===== config.mk =====
export PLATFORM = sky130hd
export DESIGN_NAME = lab3_serial_sub
export DESIGN_NICKNAME = d
export VERILOG_FILES = /design/src/rtl/lab3_sub_pkg.sv /design/src/rtl/half_sub_cell.sv /design/src/rtl/lab3_serial_sub.sv
export SDC_FILE = /design/constraint.sdc
export NUM_CORES = 1
export LEC_CHECK = 0
export ABC_CLOCK_PERIOD_IN_PS = 1400
export BUFFER_PORTS_ARGS = -buffer_cell sky130_fd_sc_hd__buf_2
export CORE_MARGIN = 2
export CORE_UTILIZATION = 25
export CTS_BUF_LIST = sky130_fd_sc_hd__clkbuf_4 sky130_fd_sc_hd__clkbuf_8 sky130_fd_sc_hd__clkbuf_16
export DETAILED_ROUTE_END_ITERATION = 10
export HOLD_SLACK_MARGIN = 0.05
export PLACE_DENSITY = 0.52
export SLEW_MARGIN = 30
export SYNTH_ARGS = -nofsm -noshare
export SYNTH_HDL_FRONTEND = slang
export SYNTH_SLANG_ARGS = --single-unit

===== constraint.sdc =====
create_clock -name clk -period 1.4 [get_ports clk]
set_input_delay 0 -clock clk [delete_from_list [all_inputs] [get_ports clk]]
set_output_delay 0 -clock clk [all_outputs]
set_load 0.01 [all_outputs]

===== src/rtl/lab3_sub_pkg.sv =====
// Shared types and constants for the bit-serial subtractor.
package lab3_sub_pkg;

    typedef enum logic {
        IDLE  = 1'b0,
        SHIFT = 1'b1
    } state_t;

    localparam int WIDTH_DEF = 8;

endpackage


===== src/rtl/half_sub_cell.sv =====
// Half subtractor: difference and borrow of x - y.
module half_sub_cell (
    input  logic x,
    input  logic y,
    output logic d,
    output logic bo
);

    assign d  = x ^ y;
    assign bo = ~x & y;

endmodule


===== src/rtl/lab3_serial_sub.sv =====
// Bit-serial A - B, LSB first, one bit per clock through two half-subtractor stages.
// Define SERIAL_SUB_OVF_EN to add the signed-overflow output ovf.
module lab3_serial_sub
    import lab3_sub_pkg::*;
#(
    parameter int WIDTH = WIDTH_DEF
) (
    input  logic             clk,
    input  logic             rst_n,
    input  logic             start,
    input  logic [WIDTH-1:0] a,
    input  logic [WIDTH-1:0] b,
    output logic             busy,
    output logic             done,
    output logic [WIDTH-1:0] diff,
`ifdef SERIAL_SUB_OVF_EN
    output logic             ovf,
`endif
    output logic             bout
);

    localparam int CNT_W = (WIDTH > 1) ? $clog2(WIDTH) : 1;
    localparam logic [CNT_W-1:0] LAST = CNT_W'(WIDTH - 1);

    state_t           state;
    logic [CNT_W-1:0] cnt;
    logic             br;
    logic [WIDTH-1:0] sa;
    logic [WIDTH-1:0] sb;
    logic [WIDTH-1:0] sr;

    logic d1, bo1, d, bo2, bnext;
    logic accept;

    half_sub_cell u_stage1 (
        .x  (sa[0]),
        .y  (sb[0]),
        .d  (d1),
        .bo (bo1)
    );

    half_sub_cell u_stage2 (
        .x  (d1),
        .y  (br),
        .d  (d),
        .bo (bo2)
    );

    assign bnext  = bo1 | bo2;
    assign accept = (state == IDLE) && start;

`ifdef SERIAL_SUB_OVF_EN
    logic a_msb, b_msb;
`endif

    // Operand and result shift registers carry no reset: they are only
    // observed through diff, which is loaded at completion.
    always_ff @(posedge clk) begin
        if (accept) begin
            sa <= a;
            sb <= b;
`ifdef SERIAL_SUB_OVF_EN
            a_msb <= a[WIDTH-1];
            b_msb <= b[WIDTH-1];
`endif
        end else if (state == SHIFT) begin
            sa <= {1'b0, sa[WIDTH-1:1]};
            sb <= {1'b0, sb[WIDTH-1:1]};
            sr <= {d, sr[WIDTH-1:1]};
        end
    end

    always_ff @(posedge clk) begin
        if (!rst_n) begin
            state <= IDLE;
            cnt   <= '0;
            br    <= 1'b0;
            busy  <= 1'b0;
            done  <= 1'b0;
            diff  <= '0;
            bout  <= 1'b0;
`ifdef SERIAL_SUB_OVF_EN
            ovf   <= 1'b0;
`endif
        end else begin
            done <= 1'b0;
            case (state)
                IDLE: begin
                    if (start) begin
                        state <= SHIFT;
                        cnt   <= '0;
                        br    <= 1'b0;
                        busy  <= 1'b1;
                    end
                end
                SHIFT: begin
                    br  <= bnext;
                    cnt <= cnt + 1'b1;
                    if (cnt == LAST) begin
                        // The final bit goes straight into diff's MSB alongside the shifted partial result.
                        diff  <= {d, sr[WIDTH-1:1]};
                        bout  <= bnext;
                        done  <= 1'b1;
                        busy  <= 1'b0;
                        state <= IDLE;
`ifdef SERIAL_SUB_OVF_EN
                        ovf   <= (a_msb != b_msb) && (d != a_msb);
`endif
                    end
                end
                default: state <= IDLE;
            endcase
        end
    end

endmodule


==> flow_metrics.py, run 1 <==
metrics = {
    "clock_network": {
        "cts.hold.buffers_added": 16,
        "clk_pin_slew_ps": 80,
        "clockRootBuffer": "clkbuf_8",
        "cts.sinks": 39,
        "cts_tree": "built",
        "post_cts_resized": 0,
        "h-tree-depth": 2,
        "post-cts-setup-buffer-count": 0,
        "clock_latency_ps": 290,
        "clk_path_buf_depth": 2,
        "numCtsBuffers": 5,
    },
    "routing": {
        "viasPerCell": 4.187,
        "wl_per_cell_um": 11.93,
        "vias": 1009,
        "finalWirelength_um": 2876,
        "drc": 0,
        "ant_nets": 0,
        "drtIter0Drc": 50,
        "drt_first_pass_iters": 4,
    },
    "sta": {
        "slew_viol_final": 0,
        "post-route-min-period_ps": 1333,
        "max-slew-margin-rel_pct": 73.10,
        "finalHoldViolations": 0,
        "fin_crit_sh_pct": 95.20,
        "rsz0062_at_grt": "false",
        "setup_viol": 0,
        "tns_ps": 0,
        "fmax_mhz": 750.3,
        "skew_ps": 6.052,
        "worstMarginPinSlew_ps": 403.4,
    },
    "worst_setup_path": {
        "crit_top_cell": "ha_1",
        "crit_cells": 4,
        "critPathTopFamily": "adder cells",
        "rr_worst_depth": 4,
        "required_ps": 1590,
        "start_kind": "flop",
        "worst-setup-path-type": "reg2reg",
        "reg2reg_from": "cnt[0]",
        "crit_chain": "ha_1 > ha_1 > and2_1 > o211a_1",
        "rr_endpoint": "bout",
        "path_buf_inv": 0,
        "crit_path_start": "cnt[0]",
        "critPathSlowestCell": "dfxtp_1",
        "cpPeakStageDelay_ps": 330,
        "crit_fanout": 9,
        "crit_path_end_kind": "flop",
        "arrival_ps": 1520,
        "worstSetupEndpoint": "bout",
        "regToRegSetupSlack_ps": 70,
    },
    "logic_synthesis": {
        "synth.area.top_cells": "edfxtp_1 (44%), dfxtp_1 (20%), mux2_2 (5.7%)",
        "syn-instance-count": 117,
        "synth_area_um2": 1584,
        "synth-seq-cells": 39,
        "yosysSeqAreaShare_pct": 63.82,
        "ys_warn_count": 0,
        "synth_top_area_share_pct": 43.60,
        "syn-num-nets": 140,
        "ys_types": 24,
        "syn_avg_cell_area_um2": 13.54,
        "yosysTopAreaCell": "edfxtp_1",
    },
    "cells_and_area": {
        "drive_gt1_share_pct": 34.76,
        "diodes": 0,
        "final_area_um2": 2098,
        "fin_nets": 186,
        "fin_cells": 241,
        "areaGrowthSynthToFinish_pct": 32.46,
    },
    "floorplanning": {
        "io_pins": 30,
        "dieHeight_um": 83.60,
        "core_area_um2": 6241,
        "start_util_pct": 25.38,
        "dieArea_um2": 6989,
        "die_w_um": 83.60,
        "rows": 29,
    },
    "power": {
        "leakage_nw": 0.8505,
        "p_int_w": 0.002054,
        "netSwitchingFraction_pct": 20.46,
        "pwr-share-clk_pct": 38.1,
        "vdd_drop_max_mv": 0.6279,
        "p_comb_share_pct": 9.7,
        "switchingPower_w": 0.0005283,
        "power_frac_seq_pct": 52.2,
        "powerDensity_nw_per_um2": 1231,
    },
    "placed_design": {
        "place_area_um2": 1812,
        "place_inst": 217,
        "place.gp.congestion": 0.6855,
        "portBuffers": 29,
    },
    "grt": {
        "grt_pass1_vias": 1054,
        "grt_use_total_pct": 8.708,
        "gr-total-overflow": 0,
        "grt_max_degree": 28,
        "grt_pass1_wl_um": 4885,
        "antenna_found_initial": 0,
    },
    "flow_run": {
        "maxCapViolCount": 0,
    },
    "hold_path": {
        "hold_path_class": "in2reg",
    },
    "run_status": {
        "outcome": "completed",
    },
}
cells by family after synthesis:
group / count (synthesis) / share of synthesized area, %
AO/OA/AOI/OAI: 16 / 6.082
flip-flops: 39 / 63.82
multiplexers: 14 / 11.37
adder cells (fa/ha/maj): 4 / 3.634
buffers and inverters: 12 / 4.186
AND/OR/NAND/NOR: 32 / 10.90
power groups by stage:
stage / Sequential, W / Clock, W / Combinational (W)
6_report: 0.00135 / 0.000983 / 0.000250
3_3_place_gp: 0.00138 / 0 / 0.000216
2_1_floorplan: 0.00137 / 0 / 0.000161
3_5_place_dp: 0.00137 / 0 / 0.000218
5_1_grt: 0.00136 / 0.00106 / 0.000279
4_1_cts: 0.00135 / 0.00101 / 0.000252
layout make-up:
| cell class | instances | area, µm² |
|---|---|---|
| Multi-Input combinational cell | 66 | 509.2 |
| Fill cell | 635 | 4143 |
| Tap cell | 77 | 96.34 |
| Inverter | 2 | 7.507 |
| Timing Repair Buffer | 49 | 347.8 |
| Clock buffer | 8 | 126.4 |
| Sequential cell | 39 | 1011 |
sequential cells by signal (all words and copies together), names as in the netlist, 3 cells and up:
register / flops
sr: 7
sb: 8
diff: 8
cnt: 3
sa: 8
worst min-delay path: stages:
cell and delay (ps):
buf_2 90, nand2b_1 140, o32ai_1 80
cell usage in the layout (no fill, tap or decap):
master,instances
fa_1,1
nand2_1,10
o21ai_0,11
buf_4,3
and2_1,3
buf_12,1
a21boi_0,1
nor2b_2,1
mux2_4,6
inv_1,2
o32ai_1,1
nand4_1,8
clkbuf_4,1
nand3b_1,1
nor2b_1,1
clkbuf_8,5
buf_2,29
mux2_2,8
nand3_1,3
and3_1,1
clkbuf_16,2
nand2b_1,3
ha_1,3
o21a_1,2
edfxtp_1,23
o211a_1,1
or2_2,1
dfxtp_1,16
dlygate4sd3_1,16
synthesized netlist by cell type, drive strengths merged:
cell type / instances
o32ai: 1
and2: 3
nand3b: 1
mux2: 14
or2: 1
a21boi: 1
nand4: 8
buf: 7
and3: 1
nand2: 10
nand3: 3
edfxtp: 23
ha: 3
dfxtp: 16
o211a: 1
inv: 2
nand2b: 3
o21a: 2
clkbuf: 3
nor2b: 2
fa: 1
o21ai: 11
routing by layer:
metal / GRT usage (%) / vias up / part of all wire, %
li1: - / 510 / -
met1: 10.94 / 465 / 49
met2: 13.96 / 32 / 45
met3: 3.561 / 2 / 6.4
met4: 2.199 / 0 / 0.38
met5: 0 / - / 0
how the worst min path moves through the flow:
stage	startpoint	slack, ps	end	cells after the start
2_1_floorplan	a[7]	200	sa[7]	1
3_3_place_gp	a[7]	280	sa[7]	2
3_5_place_dp	a[7]	280	sa[7]	2
4_1_cts	start	90	br	3
5_1_grt	start	100	br	3
6_report	start	80	br	3
through the flow:
step / hold WS [ps] / setup slack [ps] / util [%] / total power, W
finish: 80.49 / 67.23 / 33.62 / 0.002582
global route: 96.54 / 0.3331 / 33.62 / 0.002701
CTS: 87.51 / 66.91 / 33.62 / 0.002613
detailed placement: 280.9 / 78.29 / 29.03 / 0.001591
global placement: 279.8 / 95.74 / 29.03 / 0.001591
floorplan: 198.2 / 112.4 / - / 0.001527
Note: power is estimated with default switching activity, not from simulation.
==> run 2, diff against run 1 <==
--- a/config.mk
+++ b/config.mk
@@ -8,11 +8,11 @@
 export ABC_CLOCK_PERIOD_IN_PS = 1400
 export BUFFER_PORTS_ARGS = -buffer_cell sky130_fd_sc_hd__buf_2
 export CORE_MARGIN = 2
-export CORE_UTILIZATION = 25
-export CTS_BUF_LIST = sky130_fd_sc_hd__clkbuf_4 sky130_fd_sc_hd__clkbuf_8 sky130_fd_sc_hd__clkbuf_16
+export CORE_UTILIZATION = 30
 export DETAILED_ROUTE_END_ITERATION = 10
 export HOLD_SLACK_MARGIN = 0.05
-export PLACE_DENSITY = 0.52
+export PLACE_DENSITY = 0.58
+export REMOVE_ABC_BUFFERS = 1
 export SLEW_MARGIN = 30
 export SYNTH_ARGS = -nofsm -noshare
 export SYNTH_HDL_FRONTEND = slang
==> run 2 against run 1 <==
Effect of this change:
- clock skew fell by 3.9 ps
- global-route usage rose by 1.0 points
- clock power fell by 27%
- utilization rose by 6.7 points
- flip-flop and latch count did not move
- combinational power rose by 2%
- non-clock buffer count rose by 3
- critical path depth did not move
- highest routed layer unchanged
==> flow_metrics.py, run 2 (synthesized netlist as in run 1, its figures left out) <==
metrics = {
    "sta": {
        "holdWs_ps": 88.69,
        "rsz0062_at_grt": "false",
        "slew_viol_final": 0,
        "post-route-min-period_ps": 1314,
        "fin_crit_sh_pct": 93.82,
        "tns_ps": 0,
        "fmax_mhz": 761.3,
        "finalHoldViolations": 0,
        "max-slew-margin-rel_pct": 78.21,
        "setup_viol": 0,
        "skew_ps": 2.181,
        "worstMarginPinSlew_ps": 326.9,
    },
    "cells_and_area": {
        "drive_gt1_share_pct": 34.73,
        "final_cell_mix": "buf_2 (29), edfxtp_1 (23), dfxtp_1 (16), dlygate4sd3_1 (16), o21ai_0 (11)",
        "fin_util_pct": 40.27,
        "fin_cells": 237,
        "layout_commonest_cell": "buf_2",
        "reg_top3": "diff: 8 flops, sa: 8 flops, sb: 8 flops",
        "diodes": 0,
        "areaGrowthSynthToFinish_pct": 29.86,
        "fin_nets": 189,
    },
    "grt": {
        "gr-total-overflow": 0,
        "antenna_found_initial": 0,
        "grt_max_degree": 20,
        "grt_pass1_vias": 998,
        "grt_use_total_pct": 9.719,
        "grt_pass1_wl_um": 4491,
    },
    "hold_path": {
        "hold_path_class": "in2reg",
        "min_from": "start",
        "holdPathEnd": "cnt[2]",
        "hold_depth": 3,
    },
    "worst_setup_path": {
        "critPathTopFamily": "adder cells",
        "crit_top_cell": "ha_1",
        "path_buf_inv": 0,
        "reg2reg_from": "cnt[0]",
        "worst-setup-path-type": "reg2reg",
        "required_ps": 1580,
        "crit_path_end_kind": "flop",
        "rr_endpoint": "bout",
        "crit_chain": "ha_1 > ha_1 > and2_1 > o211a_1",
        "start_kind": "flop",
        "rr_worst_depth": 4,
        "cpPeakStageDelay_ps": 330,
        "critPathSlowestCell": "dfxtp_1",
        "crit_fanout": 9,
        "regToRegSetupSlack_ps": 90,
        "arrival_ps": 1500,
    },
    "power": {
        "powerDensity_nw_per_um2": 1130,
        "vdd_drop_max_mv": 0.5164,
        "leakage_nw": 0.8393,
        "power_w": 0.002324,
    },
    "floorplanning": {
        "io_pins": 30,
        "rows": 26,
        "start_util_pct": 31.01,
        "dieHeight_um": 76.67,
        "dieArea_um2": 5878,
        "core_area_um2": 5107,
        "die_w_um": 76.67,
    },
    "routing": {
        "drtIter0Drc": 56,
        "wl_per_cell_um": 11.52,
        "drc": 0,
        "finalWirelength_um": 2731,
        "viasPerCell": 4.414,
        "vias": 1046,
        "ant_nets": 0,
        "drt_first_pass_iters": 4,
    },
    "clock_network": {
        "h-tree-depth": 2,
        "clock_latency_ps": 290,
        "clockRootBuffer": "clkbuf_8",
        "clk_path_buf_depth": 2,
        "cts.sinks": 39,
        "cts_tree": "built",
        "clk_pin_slew_ps": 70,
        "numCtsBuffers": 5,
    },
    "run_status": {
        "outcome": "completed",
    },
    "placed_design": {
        "place.gp.congestion": 0.7350,
        "place_inst": 213,
        "portBuffers": 29,
        "hpwlAfterDp_um": 1803,
    },
    "flow_run": {
        "maxCapViolCount": 0,
    },
}
-- run 2: final cells by class --
cell class                      instances  area [µm²]
Clock buffer                            7       76.32
Tap cell                               70       87.58
Sequential cell                        39        1011
Multi-Input combinational cell         66       511.7
Timing Repair Buffer                   52       357.8
Inverter                                2       7.507
Fill cell                             498        3050
Clock inverter                          1       5.005
-- run 2: timing repair --
item                       in CTS  in global routing
resized for setup               0                  2
setup endpoints to repair       0                 22
buffers inserted                0                  0
hold endpoints to repair       16                  0
hold buffers                   16                  0
-- run 2: worst max-delay path by stage --
stage | start | endpoint | slack [ps] | depth (start not counted)
5_1_grt | cnt[0] | bout | 20 | 4
4_1_cts | state | sa[5] | 40 | 3
2_1_floorplan | state | sa[2] | -790 | 2
3_5_place_dp | state | sa[3] | 70 | 2
6_report | cnt[0] | bout | 90 | 4
3_3_place_gp | state | sa[7] | 100 | 2
-- run 2: stage by stage --
| stage | cell area (µm²) | setup slack [ps] |
|---|---|---|
| floorplan | 1525 | -791.6 |
| global placement | 1810 | 97.59 |
| detailed placement | 1810 | 66.46 |
| CTS | 2052 | 39.26 |
| global route | 2057 | 21.71 |
| finish | 2057 | 86.47 |
-- run 2: power breakdown --
part	leakage (nW)	total [W]	internal (W)	switching, W
combinational	0.439	0.000254	0.000150	0.000104
sequential	0.358	0.00135	0.00132	0.0000292
clock	0.0422	0.000721	0.000349	0.000371
-- run 2: per-layer routing --
metal,wire length [µm],up-vias,global-route usage (%),share of wire [%]
li1,-,517,-,-
met1,1282,485,11.86,47
met2,1238,39,15.00,45
met3,165,5,4.000,6.0
met4,46,0,4.364,1.7
met5,0,-,0,0
-- run 2: worst reg2reg max path: cells and delay by family (launching register included) --
kind,cells,cell delay (ps)
fa+ha+maj,2,410
simple gates,1,240
flops,1,330
compound gates,1,230
==> run 3, diff against run 2 <==
--- a/config.mk
+++ b/config.mk
@@ -5,13 +5,14 @@
 export SDC_FILE = /design/constraint.sdc
 export NUM_CORES = 1
 export LEC_CHECK = 0
+export ABC_AREA = 1
 export ABC_CLOCK_PERIOD_IN_PS = 1400
 export BUFFER_PORTS_ARGS = -buffer_cell sky130_fd_sc_hd__buf_2
 export CORE_MARGIN = 2
 export CORE_UTILIZATION = 30
 export DETAILED_ROUTE_END_ITERATION = 10
 export HOLD_SLACK_MARGIN = 0.05
-export PLACE_DENSITY = 0.58
+export PLACE_DENSITY = 0.59
 export REMOVE_ABC_BUFFERS = 1
 export SLEW_MARGIN = 30
 export SYNTH_ARGS = -nofsm -noshare
==> run 3 against run 2 <==
Effect of this change:
- clock-buffer cell count up 1
- non-clock buffer count shrank 2
- critical path type unchanged
- clock power grew 15%
- via count grew 6.7%
- utilization fell by 0.11 points
- register-to-register slack gained 80 ps
- largest power group unchanged
- synthesized area is 1.3% lower
==> flow_metrics.py, run 3 <==
metrics = {
    "floorplanning": {
        "dieArea_um2": 5807,
        "rows": 26,
        "core_area_um2": 5075,
        "die_w_um": 76.21,
        "dieHeight_um": 76.21,
        "io_pins": 30,
        "start_util_pct": 30.82,
    },
    "cells_and_area": {
        "areaGrowthSynthToFinish_pct": 30.32,
        "reg_top3": "diff: 8 flops, sa: 8 flops, sb: 8 flops",
        "final_cell_mix": "nand2_1 (37), buf_2 (29), edfxtp_1 (23), nor2_1 (19), dlygate4sd3_1 (17)",
        "layout_commonest_cell": "nand2_1",
        "ff_latch_area_um2": 1011,
        "fin_util_pct": 40.16,
        "fill_cells": 532,
        "fin_nets": 222,
        "diodes": 0,
        "multi_input_area_um2": 456.7,
        "fin_cells": 270,
        "drive_gt1_share_pct": 22.00,
    },
    "logic_synthesis": {
        "synth-seq-cells": 39,
        "synthFlopType": "edfxtp_1",
        "synthMostInstantiatedCell": "nand2_1",
        "syn_avg_cell_area_um2": 10.43,
        "ys_top_cells_by_count": "nand2_1 (37), edfxtp_1 (23), nor2_1 (19)",
        "yosysTopAreaCell": "edfxtp_1",
        "synth_edf_count": 23,
        "ys_types": 21,
        "syn-instance-count": 150,
        "yosysSeqAreaShare_pct": 64.64,
        "synth_area_um2": 1564,
        "synth_top_area_share_pct": 44.16,
        "async_flop_share_pct": 0,
        "synth.area.top_cells": "edfxtp_1 (44%), dfxtp_1 (20%), nand2_1 (8.9%)",
        "ys_warn_count": 0,
    },
    "sta": {
        "fmax_mhz": 807.5,
        "fin_crit_sh_pct": 88.46,
        "post-route-min-period_ps": 1238,
        "rsz0062_at_grt": "false",
        "max-slew-margin-rel_pct": 75.51,
        "worstMarginPinSlew_ps": 366.9,
        "finalHoldViolations": 0,
        "skew_ps": 5.908,
        "slew_viol_final": 0,
        "tns_ps": 0,
        "setup_viol": 0,
    },
    "grt": {
        "gr-total-overflow": 0,
        "grt_pass1_vias": 1139,
        "antenna_found_initial": 0,
        "grt_max_degree": 18,
        "grt_use_total_pct": 10.78,
        "grt_pass1_wl_um": 4961,
    },
    "placed_design": {
        "portBuffers": 29,
        "place_inst": 245,
        "place.gp.congestion": 0.7620,
        "hpwlAfterDp_um": 1856,
    },
    "routing": {
        "ant_nets": 0,
        "drtIter0Drc": 33,
        "drc": 0,
        "drt_first_pass_iters": 4,
        "finalWirelength_um": 2767,
        "wl_per_cell_um": 10.25,
        "vias": 1116,
        "viasPerCell": 4.133,
    },
    "worst_setup_path": {
        "rr_endpoint": "diff[3]",
        "crit_fanout": 11,
        "regToRegSetupSlack_ps": 160,
        "rr_worst_depth": 6,
        "arrival_ps": 1420,
        "worst-setup-path-type": "reg2reg",
        "required_ps": 1580,
        "crit_path_end_kind": "flop",
        "start_kind": "flop",
        "reg2reg_from": "cnt[0]",
    },
    "clock_network": {
        "clk_pin_slew_ps": 70,
        "cts.sinks": 39,
        "clock_latency_ps": 290,
        "clockRootBuffer": "clkbuf_8",
        "clk_path_buf_depth": 2,
        "numCtsBuffers": 5,
        "h-tree-depth": 2,
        "cts_tree": "built",
    },
    "run_status": {
        "outcome": "completed",
    },
    "power": {
        "vdd_drop_max_mv": 0.6619,
        "leakage_nw": 0.9083,
        "power_w": 0.002403,
        "powerDensity_nw_per_um2": 1179,
    },
    "hold_path": {
        "hold_depth": 3,
        "min_from": "start",
        "hold_path_class": "in2reg",
        "holdPathEnd": "state",
    },
    "flow_run": {
        "maxCapViolCount": 0,
    },
}
run 3: changes by cell type in the layout (fill, tap and decap cells not counted), sizes merged, moves of 2 or more:
cell,before,now
nand2,10,39
nor2,0,20
mux2,14,0
nand3,3,15
nand4,8,0
inv,2,9
a21oi,0,5
and2,3,0
buf,36,33
nand2b,3,0
nor2b,2,0
o21a,2,0
run 3: what timing repair did:
item,4_1_cts,5_1_grt
setup endpoints to repair,0,1
resized for setup,0,1
buffers inserted,0,0
endpoints found under the hold margin,19,0
hold buffers,17,0
run 3: stage by stage:
stage / cell area (µm²) / worst slack (ps) / hold WS, ps
3_3_place_gp: 1762 / 151.0 / 292.8
4_1_cts: 2033 / 107.0 / 219.3
5_1_grt: 2038 / 49.02 / 254.3
3_5_place_dp: 1762 / 110.7 / 302.6
6_report: 2038 / 161.5 / 221.1
2_1_floorplan: 1499 / -78.64 / 138.4
run 3: worst max-delay path by stage:
stage                     slack, ps       to   start
after floorplan                 -80    sa[0]   state
after global placement          150  diff[2]  cnt[0]
after detailed placement        110  diff[3]  cnt[0]
after CTS                       110  diff[3]  cnt[0]
after global routing             50  diff[0]  cnt[0]
final                           160  diff[3]  cnt[0]
run 3: kinds of logic (layout without fill, tap and decap cells):
logic type               Yosys count  in the layout  share of synthesized area (%)
adder cells (fa/ha/maj)            4              4                          3.680
AO/OA/AOI/OAI                     15             15                          4.799
AND/OR/NAND/NOR                   75             75                          20.40
buffers and inverters             17             67                          6.480
flip-flops                        39             39                          64.64
run 3: layer usage:
metal | vias to the layer above | GRT usage [%] | share of wire [%]
met5 | - | 0 | 0
met4 | 0 | 4.909 | 1.3
met3 | 4 | 3.199 | 5.5
met2 | 33 | 18.32 | 48
met1 | 491 | 12.53 | 45
li1 | 588 | - | -
run 3: area by class of cell:
type	count	share of cell area, %
Sequential cell	39	49.60
Multi-Input combinational cell	94	22.41
Timing Repair Buffer	50	16.94
Clock buffer	8	4.972
Tap cell	70	4.297
Inverter	9	1.780
run 3: worst max-delay path, stage by stage (launching register included):
cell and delay (ps):
dfxtp_1 330, ha_1 220, ha_1 210, nand2_4 130, inv_2 100, nor2_1 100, nor2_1 50
run 3: where the power goes:
part	switching, W	leakage, nW	total [W]	internal [W]
clock	0.000369	0.0506	0.000830	0.000461
sequential	0.0000337	0.362	0.00135	0.00132
combinational	0.000118	0.496	0.000224	0.000106
total	0.000521	0.908	0.00240	0.00188
